`config.mk`:
```
export PLATFORM = sky130hd
export DESIGN_NAME = mem_port_arbiter
export DESIGN_NICKNAME = d
export VERILOG_FILES = /design/src/rtl/mem_port_arbiter.sv
export SDC_FILE = /design/constraint.sdc
export NUM_CORES = 1
export LEC_CHECK = 0
export CAP_MARGIN = 20
export CORE_AREA = 2 2 88 90
export CTS_CLUSTER_DIAMETER = 200
export DETAILED_ROUTE_END_ITERATION = 7
export DIE_AREA = 0 0 90 92
export GPL_TIMING_DRIVEN = 1
export PLACE_DENSITY = 0.78
export SETUP_SLACK_MARGIN = 0.02
export SYNTH_ARGS = -nofsm -noshare
export SYNTH_HDL_FRONTEND = slang
export SYNTH_SLANG_ARGS = --single-unit
```
`constraint.sdc`:
```
create_clock -name clk -period 0.9 [get_ports clk]
set_input_delay 0.09 -clock clk [delete_from_list [all_inputs] [get_ports clk]]
set_output_delay 0.09 -clock clk [all_outputs]
set_load 0.05 [all_outputs]
```
`src/rtl/mem_port_arbiter.sv`:
```
// mem_port_arbiter: two-requester arbiter (fetch/data) for a single-ported sync memory; define MEM_ARB_FAIR_EN for the fetch-starvation guard
module mem_port_arbiter #(
   parameter int ADDR_W    = 12,
   parameter int DATA_W    = 32,
   parameter int MAX_D_RUN = 4
) (
   input  logic              clk,
   input  logic              rst,
   input  logic              if_req,
   input  logic [ADDR_W-1:0] if_addr,
   output logic              if_gnt,
   output logic              if_valid,
   output logic [DATA_W-1:0] if_rdata,
   output logic              if_stall,
   input  logic              d_req,
   input  logic              d_we,
   input  logic [3:0]        d_wmask,
   input  logic [ADDR_W-1:0] d_addr,
   input  logic [DATA_W-1:0] d_wdata,
   output logic              d_gnt,
   output logic              d_valid,
   output logic [DATA_W-1:0] d_rdata,
   output logic              d_stall,
   output logic [ADDR_W-1:0] mem_addr,
   output logic [3:0]        mem_we,
   output logic [DATA_W-1:0] mem_wdata,
   input  logic [DATA_W-1:0] mem_rdata
);
   typedef enum logic [1:0] {NONE, OWN_IF, OWN_D} owner_t;
   owner_t owner, owner_nx;
   logic [ADDR_W-1:0] addr_q;
   logic fetch_pri;
`ifdef MEM_ARB_FAIR_EN
   localparam int RUN_W = $clog2(MAX_D_RUN + 1);
   logic [RUN_W-1:0] run, run_nx;
   assign fetch_pri = if_req && run == RUN_W'(MAX_D_RUN);
   // count data grants taken while fetch waits, saturating at the limit
   always_comb run_nx = (if_gnt || !if_req) ? '0 : (d_gnt && run != RUN_W'(MAX_D_RUN)) ? run + 1'b1 : run;
   // run counter register
   always_ff @(posedge clk) run <= rst ? '0 : run_nx;
`else
   assign fetch_pri = 1'b0;
`endif
   assign d_gnt     = !rst && d_req && !fetch_pri;
   assign if_gnt    = !rst && if_req && !d_gnt;
   assign if_stall  = if_req && !if_gnt;
   assign d_stall   = d_req && !d_gnt;
   assign mem_we    = (d_gnt && d_we) ? d_wmask : 4'b0000;
   assign mem_wdata = d_wdata;
   assign if_rdata  = mem_rdata;
   assign d_rdata   = mem_rdata;
   // address follows the granted requester, otherwise holds the last driven value
   always_comb mem_addr = if_gnt ? if_addr : d_gnt ? d_addr : addr_q;
   // owner state register and held address
   always_ff @(posedge clk) begin
      owner  <= rst ? NONE : owner_nx;
      addr_q <= rst ? '0 : mem_addr;
   end
   // next owner is whoever is granted this cycle
   always_comb owner_nx = if_gnt ? OWN_IF : d_gnt ? OWN_D : NONE;
   // response valids; reset drops any in-flight response
   always_comb begin
      if_valid = !rst && owner == OWN_IF;
      d_valid  = !rst && owner == OWN_D;
   end
endmodule

```
==> run_results.csv, run 1 <==
group,metric,value,unit
run_status,outcome,"finished, violations left",
run_status,violations,"negative setup slack",
sta,fin_setup_tns,-5247,ps
finish,stdcell_count,273,
grt,antenna_found_initial,0,
worst_setup_path,arrival,1120,ps
sta,setup_ws,-309.3,ps
run,max-cap-violations,0,
finish,postLayoutCoreUtil,0.3157,
worst_setup_path,r2r_end,"addr_q[1]$_SDFF_PP0_",
grt,globalRouteMet2Util,0.2018,
worst_setup_path,cp_top_family,"buffers and inverters",
die,row_count,32,
sta,rsz0062_at_grt,"yes",
worst_setup_path,rrSetupSlack,160,ps
synth,synth_warnings,0,
worst_setup_path,critPathLaunch,"rst",
die,initial_utilization,0.2324,
cts,cts.sinks,14,
synth,syn_area,1730,um2
cts,ctsHoldBuffers,0,
die,die_area,8280,um2
die,core_area,7447,um2
grt,use_met1,0.1148,
grt,grt_max_degree,14,
route,dr.pass1.iters,4,
finish,area_growth,35.86,%
worst_setup_path,endpoint_kind,"output port",
cts,cts_buffer_depth,2,
worst_setup_path,start_kind,"input pin",
placement,portBuffers,54,
cts,cts_tree,"yes",
worst_setup_path,cpPeakStageDelay,220,ps
placement,placedCellCount,263,
hold_path,whs_path_depth,0,
sta,fin_worst_skew,0,ps
sta,max_slew_margin,0.6967,
grt,gr-total-overflow,0,
sta,setup_viol,22,
finish,n_antenna_cell,0,
worst_setup_path,reg2reg_from,"addr_q[1]$_SDFF_PP0_",
sta,tightest_slew,453.7,ps
hold_path,hp-class,"input pin to output port",
synth,synthCells,197,
grt,grt.busiest_layer,"met2",
finish,postLayoutCellArea,2351,um2
grt,grt.total_usage,0.1147,
finish,final_common_cell,"buf_12",
worst_setup_path,r2r_cells,2,
sta,max_freq,826.9,MHz
cts,h-tree-depth,1,
worst_setup_path,path_cells,"buf_8 > buf_6 > nor2b_4 > buf_12 > buf_8 > and3_4 > buf_12",
route,ant_nets,0,
sta,hold_viol_final,0,
worst_setup_path,critical_path.slowest_cell,"nor2b_4",
synth,avgSynthCellArea,8.784,um2
sta,final.period_utilization,1.344,
synth,synth_top_area_frac,0.4295,
cts,cts_root_buffer,"clkbuf_8",
power,p_per_area,1097,nW/um2
synth,ys_seq_area_frac,0.1620,
synth,yosys-top-cells-area,"buf_4 (43%), dfxtp_1 (16%), mux2i_1 (6.9%)",
power,peakVddDrop,0.3126,mV
sta,fin_hold_ws,180.0,ps
placement,place_congestion,0.6244,
placement,dp_hpwl,3633,um
worst_setup_path,crit_fanout,5,
synth,yosys.area.top_type,"buf_4",
worst_setup_path,cp.buffers_inverters,5,
worst_setup_path,path_class,"input pin to output port",
finish,drive_gt1_frac,0.5439,
hold_path,worstHoldStart,"d_wdata[14]",
sta,period_needed,1209,ps
route,post_drt_wl_per_cell,18.00,um
placement,place_area,2077,um2
grt,first_global_vias,1328,
die,fp.dieH,92,um
finish,most-common-layout-cells,"buf_12 (23), dlygate4sd2_1 (22), nor2b_1 (13)",
synth,ys_types,18,
sta,drv_slew,0,
route,drc,0,
power,p_leak,0.9966,nW
die,ios,215,
worst_setup_path,crit_required,810,ps
cts,cts_made_buffers,3,
finish,final_nets,269,
grt,grtUsageMet3,0.04437,
route,drt_iter0_drc,37,
worst_setup_path,crit_cells,7,
worst_setup_path,setup.worst_path.end,"mem_we[0]",
route,viasPerCell,4.465,
route,num_vias,1219,
route,postRouteWirelength,4913,um
grt,grt_pass1_wl,7465,um
synth,synth-seq-cells,14,
cts,clkLatencyLatePin,250,ps
die,die_w,90,um
synth,synth_fp_nets,294,
## report_power, final
part | internal [mW] | total [mW] | switching, mW
registers | 0.671 | 0.701 | 0.0294
logic | 0.670 | 1.25 | 0.583
clock network | 0.388 | 0.626 | 0.239
total | 1.73 | 2.58 | 0.851
## through the flow
step | power (mW) | setup WS, ps
finish | 2.580 | -309.3
global route | 2.685 | -341.4
CTS | 2.600 | -343.5
detailed placement | 1.885 | -901.0
global placement | 1.865 | -817.3
floorplan | 2.457 | -145.1
## metal layers
layer  vias up  routed length, um
met2        77               2525
met4         0                217
li1        543                  -
met1       567               1666
met5         -                  0
met3        32                503
## cell type report
class                           instances  area, um2
Clock buffer                            4      55.05
Fill cell                             755       5096
Inverter                                1      3.754
Multi-Input combinational cell         73      853.3
Sequential cell                        14      291.5
Tap cell                              102      127.6
Timing Repair Buffer                   79       1020
## worst min-delay path by stage
stage                                        to  slack, ps
after floorplan           addr_q[11]$_SDFF_PP0_        280
after global placement             mem_wdata[0]        180
after detailed placement           mem_wdata[0]        180
after CTS                          mem_wdata[0]        180
after global routing              mem_wdata[25]        180
final                             mem_wdata[14]        180
## cells in the mapped netlist
cell,count
nor4bb_1,11
o21bai_1,1
a211oi_1,12
a221o_1,5
inv_1,1
buf_4,99
buf_6,2
and2_1,1
and3_2,4
mux2i_1,12
a221o_2,7
dfxtp_1,14
and4bb_2,1
nor2b_1,14
buf_2,7
nor3b_1,4
o21a_1,1
buf_8,1
## logic make-up after synthesis
family	Yosys count	share of synthesized area
flops	14	0.1620
mux	12	0.06942
simple gates	35	0.1598
buf+inv	110	0.4736
compound gates	26	0.1352
## state kept, by name, summed over array words and instances, names as in the netlist
signal and cells:
addr_q 12, owner 2
## repair_timing
action / in CTS / in global routing
cloned: 2 / 0
setup endpoints to repair: 36 / 22
gates resized for setup: 76 / 6
setup buffers: 3 / 1
pin swaps: 26 / 5
Note: power is estimated with default switching activity, not from simulation.
==> run 2: changes to the inputs <==
--- a/config.mk
+++ b/config.mk
@@ -13,6 +13,7 @@
 export GPL_TIMING_DRIVEN = 1
 export PLACE_DENSITY = 0.78
 export SETUP_SLACK_MARGIN = 0.02
+export SKIP_CTS_REPAIR_TIMING = 1
 export SYNTH_ARGS = -nofsm -noshare
 export SYNTH_HDL_FRONTEND = slang
 export SYNTH_SLANG_ARGS = --single-unit
==> run_results.csv, run 2 (synthesized netlist as in run 1, its figures left out) <==
group,metric,value,unit
run_status,outcome,"finished, violations left",
run_status,violations,"negative setup slack",
power,p_int,1.783,mW
finish,postLayoutCellArea,2510,um2
cts,cts_root_buffer,"clkbuf_8",
worst_setup_path,critical_path.slowest_cell,"a221o_4",
grt,grt.total_usage,0.1057,
finish,postLayoutCoreUtil,0.3370,
placement,place_congestion,0.6244,
die,core_area,7447,um2
power,peakVddDrop,0.3154,mV
finish,area_growth,45.05,%
run,max-cap-violations,0,
power,p_leak,1.135,nW
hold_path,whs_path_depth,3,
sta,final.period_utilization,1.348,
worst_setup_path,start_kind,"flop",
grt,antenna_found_initial,0,
power,p_clk_frac,0.235,
grt,grt_pass1_wl,6927,um
route,dr.pass1.iters,4,
sta,max_slew_margin,0.6788,
sta,fin_setup_tns,-5045,ps
hold_path,hp-class,"input pin to flop",
finish,final_common_cell,"buf_12",
cts,cts_made_buffers,3,
placement,place_ws,-901.0,ps
die,die_area,8280,um2
worst_setup_path,r2r_cells,2,
power,seqPwrFrac,0.265,
worst_setup_path,path_class,"flop to output port",
worst_setup_path,cpPeakStageDelay,400,ps
power,p_per_area,1056,nW/um2
finish,most-common-layout-cells,"buf_12 (25), dlymetal6s2s_1 (16), buf_4 (14)",
finish,largest_reg_flops,12,
sta,setup_ws,-313.0,ps
cts,clk_pin_slew_worst_paths,60,ps
sta,fin_hold_ws,171.4,ps
grt,grt_max_degree,14,
power,comb_power_share,0.500,
route,drc,0,
worst_setup_path,endpoint_kind,"output port",
cts,h-tree-depth,1,
die,initial_utilization,0.2324,
worst_setup_path,crit_required,810,ps
die,row_count,32,
power,swShare,0.3273,
finish,drive_gt1_frac,0.5886,
die,die_w,90,um
power,netSwitchingPower,0.8675,mW
route,drt_iter0_drc,38,
sta,rsz0062_at_grt,"yes",
sta,fin_worst_skew,0,ps
sta,setup_viol,21,
sta,hold_viol_final,0,
finish,n_antenna_cell,0,
placement,dp_hpwl,3633,um
die,fp.dieH,92,um
cts,cts_tree,"yes",
route,num_vias,1239,
finish,regMostFlops,"addr_q",
sta,tightest_slew,480.6,ps
grt,gr-total-overflow,0,
cts,cts.sinks,14,
finish,reg_top3,"addr_q (12), owner (2)",
worst_setup_path,arrival,1120,ps
die,ios,215,
route,postRouteWirelength,5109,um
cts,clkLatencyLatePin,240,ps
route,viasPerCell,4.473,
placement,portBuffers,54,
finish,final_nets,273,
sta,period_needed,1213,ps
grt,first_global_vias,1249,
placement,place_area,2077,um2
worst_setup_path,path_cells,"a221o_4 > buf_12",
sta,max_freq,824.4,MHz
cts,cts_buffer_depth,2,
route,post_drt_wl_per_cell,18.44,um
route,ant_nets,0,
sta,drv_slew,0,
worst_setup_path,crit_fanout,2,
run 2: power by group through the flow:
stage	clock network (mW)	registers [mW]	logic, mW
after floorplan	0	0.701	1.76
after global placement	0	0.706	1.16
after detailed placement	0	0.708	1.18
after CTS	0.652	0.695	1.18
after global routing	0.688	0.707	1.38
final	0.624	0.703	1.32
run 2: metal layers:
metal	track usage	up-vias	share of wire
met1	0.1113	578	0.35
met4	0.06667	0	0.046
met5	0	-	0
li1	-	546	-
met3	0.04355	34	0.095
met2	0.1754	81	0.51
run 2: through the flow:
stage | power (mW) | instances
final | 2.650 | 277
after global routing | 2.774 | 277
after CTS | 2.528 | 267
after detailed placement | 1.885 | 263
after global placement | 1.865 | 263
after floorplan | 2.457 | 197
run 2: area by class of cell:
| cell class | instances | area, um2 |
|---|---|---|
| Fill cell | 741 | 4937 |
| Sequential cell | 14 | 292.8 |
| Multi-Input combinational cell | 73 | 887.1 |
| Timing Repair inverter | 1 | 7.507 |
| Clock buffer | 4 | 55.05 |
| Timing Repair Buffer | 82 | 1132 |
| Inverter | 1 | 7.507 |
| Tap cell | 102 | 127.6 |
run 2: path summary, 6_finish.rpt:
kind	end	start	slack [ps]
max reg2reg	addr_q[1]$_SDFF_PP0_	addr_q[1]$_SDFF_PP0_	150
min reg2reg	addr_q[6]$_SDFF_PP0_	addr_q[6]$_SDFF_PP0_	550
max	mem_addr[8]	addr_q[8]$_SDFF_PP0_	-310
min	addr_q[9]$_SDFF_PP0_	rst	170
run 2: worst max-delay path: cells and delay by family (launching register included):
family | cells | cell delay, ps
buffers and inverters | 1 | 150
flip-flops | 1 | 330
AO/OA/AOI/OAI | 1 | 400
